## config.mk

```make
export PLATFORM = sky130hd
export DESIGN_NAME = mdu_ctrl_flat
export DESIGN_NICKNAME = d
export VERILOG_FILES = /design/src/rtl/mdu_pkg.sv /design/src/rtl/mdu_ctrl_if.sv /design/src/rtl/mdu_div_core.sv /design/src/rtl/mdu_ctrl.sv /design/src/flat_wrapper.sv
export SDC_FILE = /design/constraint.sdc
export NUM_CORES = 2
export LEC_CHECK = 0
export CAP_MARGIN = 20
export CORE_UTILIZATION = 59
export DETAILED_ROUTE_END_ITERATION = 12
export PLACE_DENSITY_LB_ADDON = 0.2
export SYNTH_ARGS = -nofsm -noshare
export SYNTH_HDL_FRONTEND = slang
export SYNTH_HIERARCHICAL = 1
export SYNTH_SLANG_ARGS = --single-unit
```

## constraint.sdc

```tcl
create_clock -name clk -period 7.89 [get_ports clk]
set_clock_uncertainty 0.05 [all_clocks]
set_input_delay 1.1835 -clock clk [delete_from_list [all_inputs] [get_ports clk]]
set_output_delay 1.1835 -clock clk [all_outputs]
set_load 0.05 [all_outputs]
```

## src/rtl/mdu_pkg.sv

```systemverilog
// mdu_pkg: shared types and constants for the HI/LO multiply/divide unit.
// Holds the sequencer state enum, request bit indices and counter sizing.
package mdu_pkg;

    typedef enum logic [1:0] {
        S_IDLE    = 2'd0,
        S_MUL     = 2'd1,
        S_DIV_RUN = 2'd2,
        S_DIV_FIX = 2'd3
    } mdu_state_e;

    localparam int MD_MUL    = 0;
    localparam int MD_DIV    = 1;
    localparam int MD_SIGNED = 2;
    localparam int MT_LO     = 0;
    localparam int MT_HI     = 1;

    localparam int DIV_CNT_W = $clog2(32);

    function automatic int div_cnt_w(input int w);
        return $clog2(w);
    endfunction

endpackage

```

## src/rtl/mdu_ctrl_if.sv

```systemverilog
// mdu_ctrl_if: EX -> MDU request bundle with valid/ready handshake.
// master = EX side (drives request), slave = MDU side (drives req_ready).
interface mdu_ctrl_if #(
    parameter int DATA_W = 32
);
    import mdu_pkg::*;

    logic              req_valid;
    logic              req_ready;
    logic [2:0]        mul_div;
    logic [1:0]        mt_hi_lo;
    logic [DATA_W-1:0] src_a;
    logic [DATA_W-1:0] src_b;

    modport master (
        output req_valid,
        output mul_div,
        output mt_hi_lo,
        output src_a,
        output src_b,
        input  req_ready
    );

    modport slave (
        input  req_valid,
        input  mul_div,
        input  mt_hi_lo,
        input  src_a,
        input  src_b,
        output req_ready
    );

endinterface

```

## src/rtl/mdu_div_core.sv

```systemverilog
// mdu_div_core: restoring-divide datapath, one quotient bit per step.
// Ports: clk, rst_n, load (capture operands), step (one iteration),
// dividend/divisor magnitudes in, quo/rem magnitudes out.
module mdu_div_core
    import mdu_pkg::*;
#(
    parameter int DATA_W = 32
) (
    input  logic              clk,
    input  logic              rst_n,
    input  logic              load,
    input  logic              step,
    input  logic [DATA_W-1:0] dividend,
    input  logic [DATA_W-1:0] divisor,
    output logic [DATA_W-1:0] quo,
    output logic [DATA_W-1:0] rem
);

    logic [DATA_W-1:0] dvs;
    logic [DATA_W:0]   shifted;
    logic [DATA_W:0]   diff;

    // Quotient register doubles as the dividend shifter: its MSB
    // feeds the partial remainder, the new quotient bit enters at LSB.
    always_comb begin
        shifted = {rem, quo[DATA_W-1]};
        diff    = shifted - {1'b0, dvs};
    end

    always_ff @(posedge clk or negedge rst_n) begin
        if (!rst_n) begin
            quo <= '0;
            rem <= '0;
            dvs <= '0;
        end else if (load) begin
            quo <= dividend;
            rem <= '0;
            dvs <= divisor;
        end else if (step) begin
            if (!diff[DATA_W]) begin
                rem <= diff[DATA_W-1:0];
                quo <= {quo[DATA_W-2:0], 1'b1};
            end else begin
                rem <= shifted[DATA_W-1:0];
                quo <= {quo[DATA_W-2:0], 1'b0};
            end
        end
    end

endmodule

```

## src/rtl/mdu_ctrl.sv

```systemverilog
// mdu_ctrl: HI/LO owner and mult/div sequencer beside the EX stage.
// Ports: clk, rst_n, req (slave request bundle), flush, busy, done, hi, lo.
// Build option MDU_DIV_ZERO_FAST_EN: zero divisor skips the iterations.
module mdu_ctrl
    import mdu_pkg::*;
#(
    parameter int DATA_W = 32
) (
    input  logic              clk,
    input  logic              rst_n,
    mdu_ctrl_if.slave         req,
    input  logic              flush,
    output logic              busy,
    output logic              done,
    output logic [DATA_W-1:0] hi,
    output logic [DATA_W-1:0] lo
);

    localparam int CNT_W = div_cnt_w(DATA_W);

`ifdef MDU_DIV_ZERO_FAST_EN
    localparam bit FAST_ZERO = 1'b1;
`else
    localparam bit FAST_ZERO = 1'b0;
`endif

    mdu_state_e        state;
    logic [CNT_W-1:0]  cnt;
    logic [DATA_W-1:0] op_a;
    logic [DATA_W-1:0] op_b;
    logic              op_sgn;
    logic              q_neg;
    logic              r_neg;
    logic              zfast;

    logic              acc;
    logic              is_div;
    logic              is_mul;
    logic              sgn;
    logic              a_neg;
    logic              b_neg;
    logic              b_zero;
    logic [DATA_W-1:0] a_mag;
    logic [DATA_W-1:0] b_mag;
    logic [DATA_W-1:0] quo;
    logic [DATA_W-1:0] rem;
    logic [2*DATA_W+1:0] prod_full;

    assign req.req_ready = (state == S_IDLE);
    assign busy = (state != S_IDLE);
    assign done = ((state == S_MUL) || (state == S_DIV_FIX)) && !flush;

    assign acc    = req.req_valid && req.req_ready && !flush;
    assign is_div = req.mul_div[MD_DIV];
    assign is_mul = req.mul_div[MD_MUL] && !is_div;
    assign sgn    = req.mul_div[MD_SIGNED];
    assign a_neg  = sgn && req.src_a[DATA_W-1];
    assign b_neg  = sgn && req.src_b[DATA_W-1];
    assign b_zero = (req.src_b == '0);
    assign a_mag  = a_neg ? -req.src_a : req.src_a;
    assign b_mag  = b_neg ? -req.src_b : req.src_b;

    // One extra sign bit per operand lets a single signed multiply
    // serve both mult and multu.
    assign prod_full =
        $signed({op_sgn && op_a[DATA_W-1], op_a}) *
        $signed({op_sgn && op_b[DATA_W-1], op_b});

    mdu_div_core #(
        .DATA_W (DATA_W)
    ) u_div (
        .clk      (clk),
        .rst_n    (rst_n),
        .load     (acc && is_div),
        .step     ((state == S_DIV_RUN) && !flush),
        .dividend (a_mag),
        .divisor  (b_mag),
        .quo      (quo),
        .rem      (rem)
    );

    always_ff @(posedge clk or negedge rst_n) begin
        if (!rst_n) begin
            state  <= S_IDLE;
            cnt    <= '0;
            hi     <= '0;
            lo     <= '0;
            op_a   <= '0;
            op_b   <= '0;
            op_sgn <= 1'b0;
            q_neg  <= 1'b0;
            r_neg  <= 1'b0;
            zfast  <= 1'b0;
        end else begin
            unique case (state)
                S_IDLE: begin
                    if (acc) begin
                        if (is_div) begin
                            op_a  <= req.src_a;
                            q_neg <= a_neg ^ b_neg;
                            r_neg <= a_neg;
                            cnt   <= '0;
                            zfast <= FAST_ZERO && b_zero;
                            state <= (FAST_ZERO && b_zero) ?
                                     S_DIV_FIX : S_DIV_RUN;
                        end else if (is_mul) begin
                            op_a   <= req.src_a;
                            op_b   <= req.src_b;
                            op_sgn <= sgn;
                            state  <= S_MUL;
                        end else begin
                            if (req.mt_hi_lo[MT_HI]) hi <= req.src_a;
                            if (req.mt_hi_lo[MT_LO]) lo <= req.src_a;
                        end
                    end
                end
                S_MUL: begin
                    if (!flush) begin
                        {hi, lo} <= prod_full[2*DATA_W-1:0];
                    end
                    state <= S_IDLE;
                end
                S_DIV_RUN: begin
                    cnt <= cnt + 1'b1;
                    if (flush) begin
                        state <= S_IDLE;
                    end else if (cnt == CNT_W'(DATA_W-1)) begin
                        state <= S_DIV_FIX;
                    end
                end
                S_DIV_FIX: begin
                    if (!flush) begin
                        if (zfast) begin
                            lo <= '1;
                            hi <= op_a;
                        end else begin
                            lo <= q_neg ? -quo : quo;
                            hi <= r_neg ? -rem : rem;
                        end
                    end
                    state <= S_IDLE;
                end
                default: state <= S_IDLE;
            endcase
        end
    end

endmodule

```

## src/flat_wrapper.sv

```systemverilog
// flat-port wrapper written by rule: the top's interface ports become plain ports
module mdu_ctrl_flat import mdu_pkg::*;
#(
    parameter int DATA_W = 32
)
  (clk, rst_n, flush, busy, done, hi, lo, req_req_valid, req_mul_div, req_mt_hi_lo, req_src_a, req_src_b, req_req_ready);
  mdu_ctrl_if #(.DATA_W(DATA_W)) req_i ();
  input  logic clk;
  input  logic rst_n;
  input  logic flush;
  output logic busy;
  output logic done;
  output logic [DATA_W-1:0] hi;
  output logic [DATA_W-1:0] lo;
  input wire logic [$bits(req_i.req_valid)-1:0] req_req_valid;
  input wire logic [$bits(req_i.mul_div)-1:0] req_mul_div;
  input wire logic [$bits(req_i.mt_hi_lo)-1:0] req_mt_hi_lo;
  input wire logic [$bits(req_i.src_a)-1:0] req_src_a;
  input wire logic [$bits(req_i.src_b)-1:0] req_src_b;
  output wire logic [$bits(req_i.req_ready)-1:0] req_req_ready;
  assign req_i.req_valid = req_req_valid;
  assign req_i.mul_div = req_mul_div;
  assign req_i.mt_hi_lo = req_mt_hi_lo;
  assign req_i.src_a = req_src_a;
  assign req_i.src_b = req_src_b;
  assign req_req_ready = req_i.req_ready;
  mdu_ctrl #(.DATA_W(DATA_W)) u_core (.clk(clk), .rst_n(rst_n), .req(req_i), .flush(flush), .busy(busy), .done(done), .hi(hi), .lo(lo));
endmodule
```

# Word level (Yosys, flattened, before mapping)
# Cells that the tools add are included.
totals:
  input_bits: 73
  register_bits: 234
  output_inout_bits: 67
  elab_cells: 97
op_classes:
  n_reduce_logical: 27
  bitwise_logic: 2
  eq_ne: 14
  mux: 35
  addsub: 6
  multipliers: 1
op_table:
  columns: ["cell", "count"]
  rows:
  - ["32-bit 2-to-1 mux", 23]
  - ["32-bit one-hot mux with 3 select lines", 2]
  - ["32-bit negator", 4]
  - ["33-bit by 33-bit multiplier with 64-bit output", 1]
  - ["33-bit by 32-bit subtractor with 33-bit output", 1]
  - ["2-bit inequality test, second input constant", 8]
  - ["7-bit AND reduction", 2]
  - ["3-bit AND reduction", 4]
  - ["1-bit logical AND", 10]
  - ["2-bit 2-to-1 mux", 5]
  - ["5-bit 2-to-1 mux", 2]
  - ["5-bit one-hot mux with 2 select lines", 1]
  - ["2-bit nonzero test", 4]
  - ["3-bit inequality test, second input constant", 2]
  - ["2-bit one-hot mux with 3 select lines", 1]
  - ["5-bit by 1-bit adder with 5-bit output, second input constant", 1]
  - ["5-bit == test, second input constant", 1]
  - ["2-bit == test, second input constant", 2]
  - ["4-bit AND reduction", 1]
  - ["3-bit nonzero test", 1]
  - ["2-bit by 1-bit == test with 1-bit output, second input constant", 1]
  - ["1-bit zero test", 2]
  - ["2-bit zero test", 1]
  - ["2-bit OR reduction", 1]
  - ["other kinds (4)", 4]

# Logic depth before layout (Yosys ltp)
depth:
  ltp_word: 6
  depth_mapped: 31
  mapped_depth_nobuf: 28

# Modules after synthesis
# Netlist, hierarchy kept.
by_module_without_submodules:
  columns: ["mod", "cells_per_inst", "n_inst", "seq_area_each_um2", "area_each_um2"]
  rows:
  - ["mdu_ctrl", 5194, 1, 3453.3, 46791.1]
  - ["mdu_div_core", 695, 1, 2402.3, 5958.2]

# Least setup slack after synthesis
# OpenSTA, ideal clock, no wires.
synth_timing:
  kind: "register to register"
  start: "register u_core.op_a[31]"
  end: "register u_core.hi[26]"
  path_slack_ns: -0.182
  required_time_ns: 7.705
  stages_incl_launch_ff: 32
  path_buffers: 3
  setup_time_ns: 0.135
  t_arrival_ns: 7.887
  cell_sequence: "dfrtp_1 clkbuf_1 and2_1 clkbuf_1 nand2_1 inv_1 fa_1 inv_1 fa_1 inv_1 fa_1 fa_1 inv_1 fa_1 inv_1 fa_1 inv_1 fa_1 fa_1 inv_1 ha_1 clkbuf_1 nand2_1 nor2_1 a211oi_1 o21ai_0 nand4_1 nand2_1 a221o_1 xor2_1 a221oi_1 o21ai_0"
synth_between:
  elab_chain_len: 4
synth_lines:
  columns: ["element", "line", "source"]
  rows:
  - ["from (decl)", "mdu_ctrl.sv:29", "logic [DATA_W-1:0] op_a;"]
  - ["from (signal assigned)", "mdu_ctrl.sv:99", "op_a <= req.src_a;"]
  - ["from (signal assigned)", "mdu_ctrl.sv:107", "op_a <= req.src_a;"]
  - ["1-bit logical AND", "mdu_ctrl.sv:66", "$signed({op_sgn && op_a[DATA_W-1], op_a}) *"]
  - ["33-bit by 33-bit multiplier with 64-bit output (*)", "mdu_ctrl.sv:66", null]
  - ["32-bit 2-to-1 mux (*)", "mdu_ctrl.sv:118", "if (!flush) begin"]
  - ["32-bit one-hot mux with 3 select lines (*)", "mdu_ctrl.sv:95", "unique case (state)"]
  - ["to (signal assigned)", "mdu_ctrl.sv:112", "if (req.mt_hi_lo[MT_HI]) hi <= req.src_a;"]
  - ["to (signal assigned)", "mdu_ctrl.sv:119", "{hi, lo} <= prod_full[2*DATA_W-1:0];"]
  - ["to (signal assigned)", "mdu_ctrl.sv:135", "hi <= op_a;"]
  - ["to (decl)", "mdu_ctrl.sv:15", "output logic [DATA_W-1:0] hi,"]
# Every way passes the cells marked *; elsewhere a longest branch is shown, timed or not. The select of a mux whose other input is x is not followed.
# A chain may end at the register's enable or synchronous reset.

# Final worst setup path
layout_timing:
  start: "register u_core.op_b[12]"
  end: "register u_core.hi[30]"
layout_between:
  elab_chain_len: 3
layout_lines:
  columns: ["element", "line", "source"]
  rows:
  - ["from (decl)", "mdu_ctrl.sv:30", "logic [DATA_W-1:0] op_b;"]
  - ["from (signal assigned)", "mdu_ctrl.sv:108", "op_b <= req.src_b;"]
  - ["33-bit by 33-bit multiplier with 64-bit output", "mdu_ctrl.sv:66", null]
  - ["32-bit 2-to-1 mux", "mdu_ctrl.sv:118", null]
  - ["32-bit one-hot mux with 3 select lines", "mdu_ctrl.sv:95", null]
# No other way between the ends. The select of a mux whose other input is x is not followed.

==> impl_metrics.py <==
metrics = {
    "cts": {
        "clk_pin_slew_worst_paths_ns": 0.06,
        "insertion_delay_ns": 0.57,
        "cts.path.max_buffers": 3,
        "cts_root_buf": "clkbuf_16",
        "h-tree-depth": 1,
        "cts_buffers": 28,
        "cts_tree": "yes",
        "cts.sinks": 234,
    },
    "synthesis": {
        "synth-async-reset-ratio_pct": 100,
        "synth_seq_cells": 234,
        "syn_area_sq_um": 52700,
        "synth.top_cells.by_count": "inv_1, fa_1, nand2_1, and2_1, clkbuf_1",
        "synth.avg_cell_area_sq_um": 8.96,
        "yosys-top-cells-area": "fa_1, dfrtp_1, inv_1",
        "yosysUniqueCellTypes": 80,
        "synth_edf_count": 0,
        "synth_seq_area_share_pct": 11.1,
        "post-synth-top-area-cell": "fa_1",
        "post-synth-top-count-cell": "inv_1",
        "yosys_most_used_dff": "dfrtp_1",
        "yosys.area.top_type_share_pct": 42.7,
        "syn-num-nets": 7338,
        "syn_inst": 5889,
        "yosysWarnings": 6,
    },
    "sta": {
        "post-route-min-period_ns": 7.80,
        "slew_violations": 0,
        "hold_viol": 0,
        "max_freq_mhz": 128,
        "rsz0062_at_grt": "yes",
        "period_share_pct": 98.9,
        "worst_slack_ns": 0.0858,
        "whs_ns": 0.429,
        "setup_violations": 0,
        "relSlewSlack_pct": 20.0,
        "tightest_slew_ns": 1.19,
    },
    "drt": {
        "vias_per_cell": 5.73,
        "drtIter0Drc": 3269,
        "first_pass_iters": 6,
        "post_drt_wl_per_cell_um": 21.0,
        "vias": 41336,
        "antenna_left": 0,
        "wl_um": 151000,
        "drc": 0,
    },
    "global_routing": {
        "grt_pass1_wl_um": 242000,
        "use_met1_pct": 45.3,
        "use_met3_pct": 4.09,
        "met2_usage_pct": 58.4,
        "overflow": 0,
        "grt_max_degree": 111,
        "grt_pass1_vias": 43642,
        "gr-usage-all-layers_pct": 34.6,
        "top_usage_layer": "met2",
        "antenna_found_initial": 4,
    },
    "worst_setup_path": {
        "slowest_delay_ns": 0.57,
        "crit_arrival_ns": 8.21,
        "end_kind": "flip-flop",
        "critical_path_class": "reg2reg",
        "path_delay_family": "adder cells",
        "crit_required_ns": 8.29,
        "critPathMaxFanout": 7,
        "crit_path_frequent_cell": "fa_1",
        "critPathLaunchType": "flip-flop",
        "worst_path_max_delay_cell": "fa_1",
        "cp_num_buf_inv": 8,
    },
    "placement": {
        "post-place-ws_ns": -0.273,
        "dpl.hpwl_um": 123000,
        "gp_congestion": 0.971,
        "portBuffers": 139,
    },
    "die": {
        "coreArea_sq_um": 88500,
        "die_w_um": 301,
        "boundaryPins": 140,
        "rows": 109,
        "fp.dieH_um": 301,
        "die-area_sq_um": 90600,
        "start_util_pct": 59.6,
    },
    "min_path": {
        "hp-class": "reg2reg",
    },
    "finish": {
        "drive_above_1_share_pct": 9.53,
        "syn_to_final_growth_pct": 11.8,
        "fin_nets": 7472,
        "final_core_util_pct": 66.6,
        "fillers": 7230,
    },
    "flow_run": {
        "maxCapViolCount": 0,
    },
    "outcome": {
        "status": "finished clean",
    },
}
cell usage in the layout (no fill, tap or decap), types with 23 or more instances in the layout:
| cell type | netlist | layout |
|---|---|---|
| a21o_1 | 37 | 37 |
| a21oi_1 | 173 | 151 |
| a311oi_1 | 30 | 28 |
| and2_1 | 373 | 369 |
| and3_1 | 39 | 33 |
| buf_12 | 0 | 57 |
| buf_4 | 2 | 234 |
| clkbuf_16 | 0 | 30 |
| clkdlybuf4s50_1 | 0 | 138 |
| dfrtp_1 | 234 | 222 |
| fa_1 | 1126 | 1111 |
| ha_1 | 250 | 236 |
| inv_1 | 1184 | 1173 |
| mux2_2 | 63 | 63 |
| mux2i_1 | 47 | 47 |
| nand2_1 | 978 | 973 |
| nand3_1 | 38 | 37 |
| nor2_1 | 162 | 157 |
| nor3_1 | 26 | 25 |
| o21ai_0 | 226 | 203 |
| o21ai_1 | 3 | 23 |
| o31ai_1 | 30 | 28 |
| xnor2_1 | 127 | 121 |
| xor2_1 | 88 | 86 |
path summary, 6_finish.rpt:
| check | from | endpoint | slack (ns) | cells past startpoint |
|---|---|---|---|---|
| worst max-delay path | u_core/op_b[12]$_DFFE_PN0P_ | u_core/hi[30]$_DFFE_PN0P_ | 0.09 | 28 |
| worst min-delay path | u_core/lo[31]$_DFFE_PN0P_ | u_core/lo[31]$_DFFE_PN0P_ | 0.43 | 2 |
| worst max register to register | u_core/op_b[12]$_DFFE_PN0P_ | u_core/hi[30]$_DFFE_PN0P_ | 0.09 | 28 |
| worst min register to register | u_core/lo[31]$_DFFE_PN0P_ | u_core/lo[31]$_DFFE_PN0P_ | 0.43 | 2 |
| max in group asynchronous | rst_n | u_core/u_div/dvs[20]$_DFFE_PN0P_ | 5.64 | 2 |
| min in group asynchronous | rst_n | u_core/u_div/rem[27]$_DFFE_PN0P_ | 0.57 | 1 |
sequential cells by signal, indices dropped and copies added, names as in the netlist:
signal            flops
u_core/u_div/rem     32
u_core/cnt            5
u_core/lo            32
u_core/r_neg          1
u_core/u_div/dvs     32
u_core/u_div/quo     32
u_core/q_neg          1
u_core/op_b          32
u_core/hi            32
u_core/state          2
u_core/op_a          32
u_core/op_sgn         1
tightest hold or removal path: stages (launching register included):
cell and delay, ns:
dfrtp_1 0.34, nand2_1 0.05, o31ai_1 0.06
what timing repair did:
action,CTS,global route
gates resized for setup,16,152
cloned,0,1
endpoints found under the setup margin,23,36
pin swaps,2,48
hold buffers,0,0
setup buffers,0,16
final cells by class:
type / instances / area (sq um) / area share [%]
Multi-Input combinational cell: 4137 / 41700 / 70.8
Sequential cell: 234 / 5870 / 9.96
Inverter: 1184 / 4450 / 7.55
Timing Repair Buffer: 438 / 4430 / 7.51
Tap cell: 1165 / 1460 / 2.47
Clock buffer: 40 / 817 / 1.39
Clock inverter: 12 / 195 / 0.331
Antenna cell: 3 / 7.51 / 0.0127
cell families (layout without fill, tap and decap cells):
kind of cell    Yosys count  count (layout)  synth area share (%)
mux                     110             110                  2.24
xor+xnor                215             215                  3.57
simple gates           1761            1761                  15.5
flops                   234             234                  11.1
other cells               0               3                     0
fa+ha+maj              1376            1376                  48.7
buf+inv                1518            1674                  10.9
compound gates          675             675                  8.02
through the flow:
stage                     TNS, ns  std cells  cell area [sq um]
after floorplan                 0       5889              52800
after global placement      -1.12       7139              57100
after detailed placement    -1.64       7139              57100
after CTS                       0       7191              58200
after global routing        -1.15       7210              59000
final                           0       7213              59000
routing by layer:
layer | routed length [um] | share of wire, % | vias to the layer above
met4 | 7740 | 5.1 | 2
met5 | 13 | 0.0086 | -
li1 | - | - | 18133
met3 | 9640 | 6.4 | 388
met1 | 59000 | 39 | 21249
met2 | 75100 | 50 | 1564
Power is not shown: default switching activity piles up to over one toggle a cycle in this logic, so the estimate is an artifact.
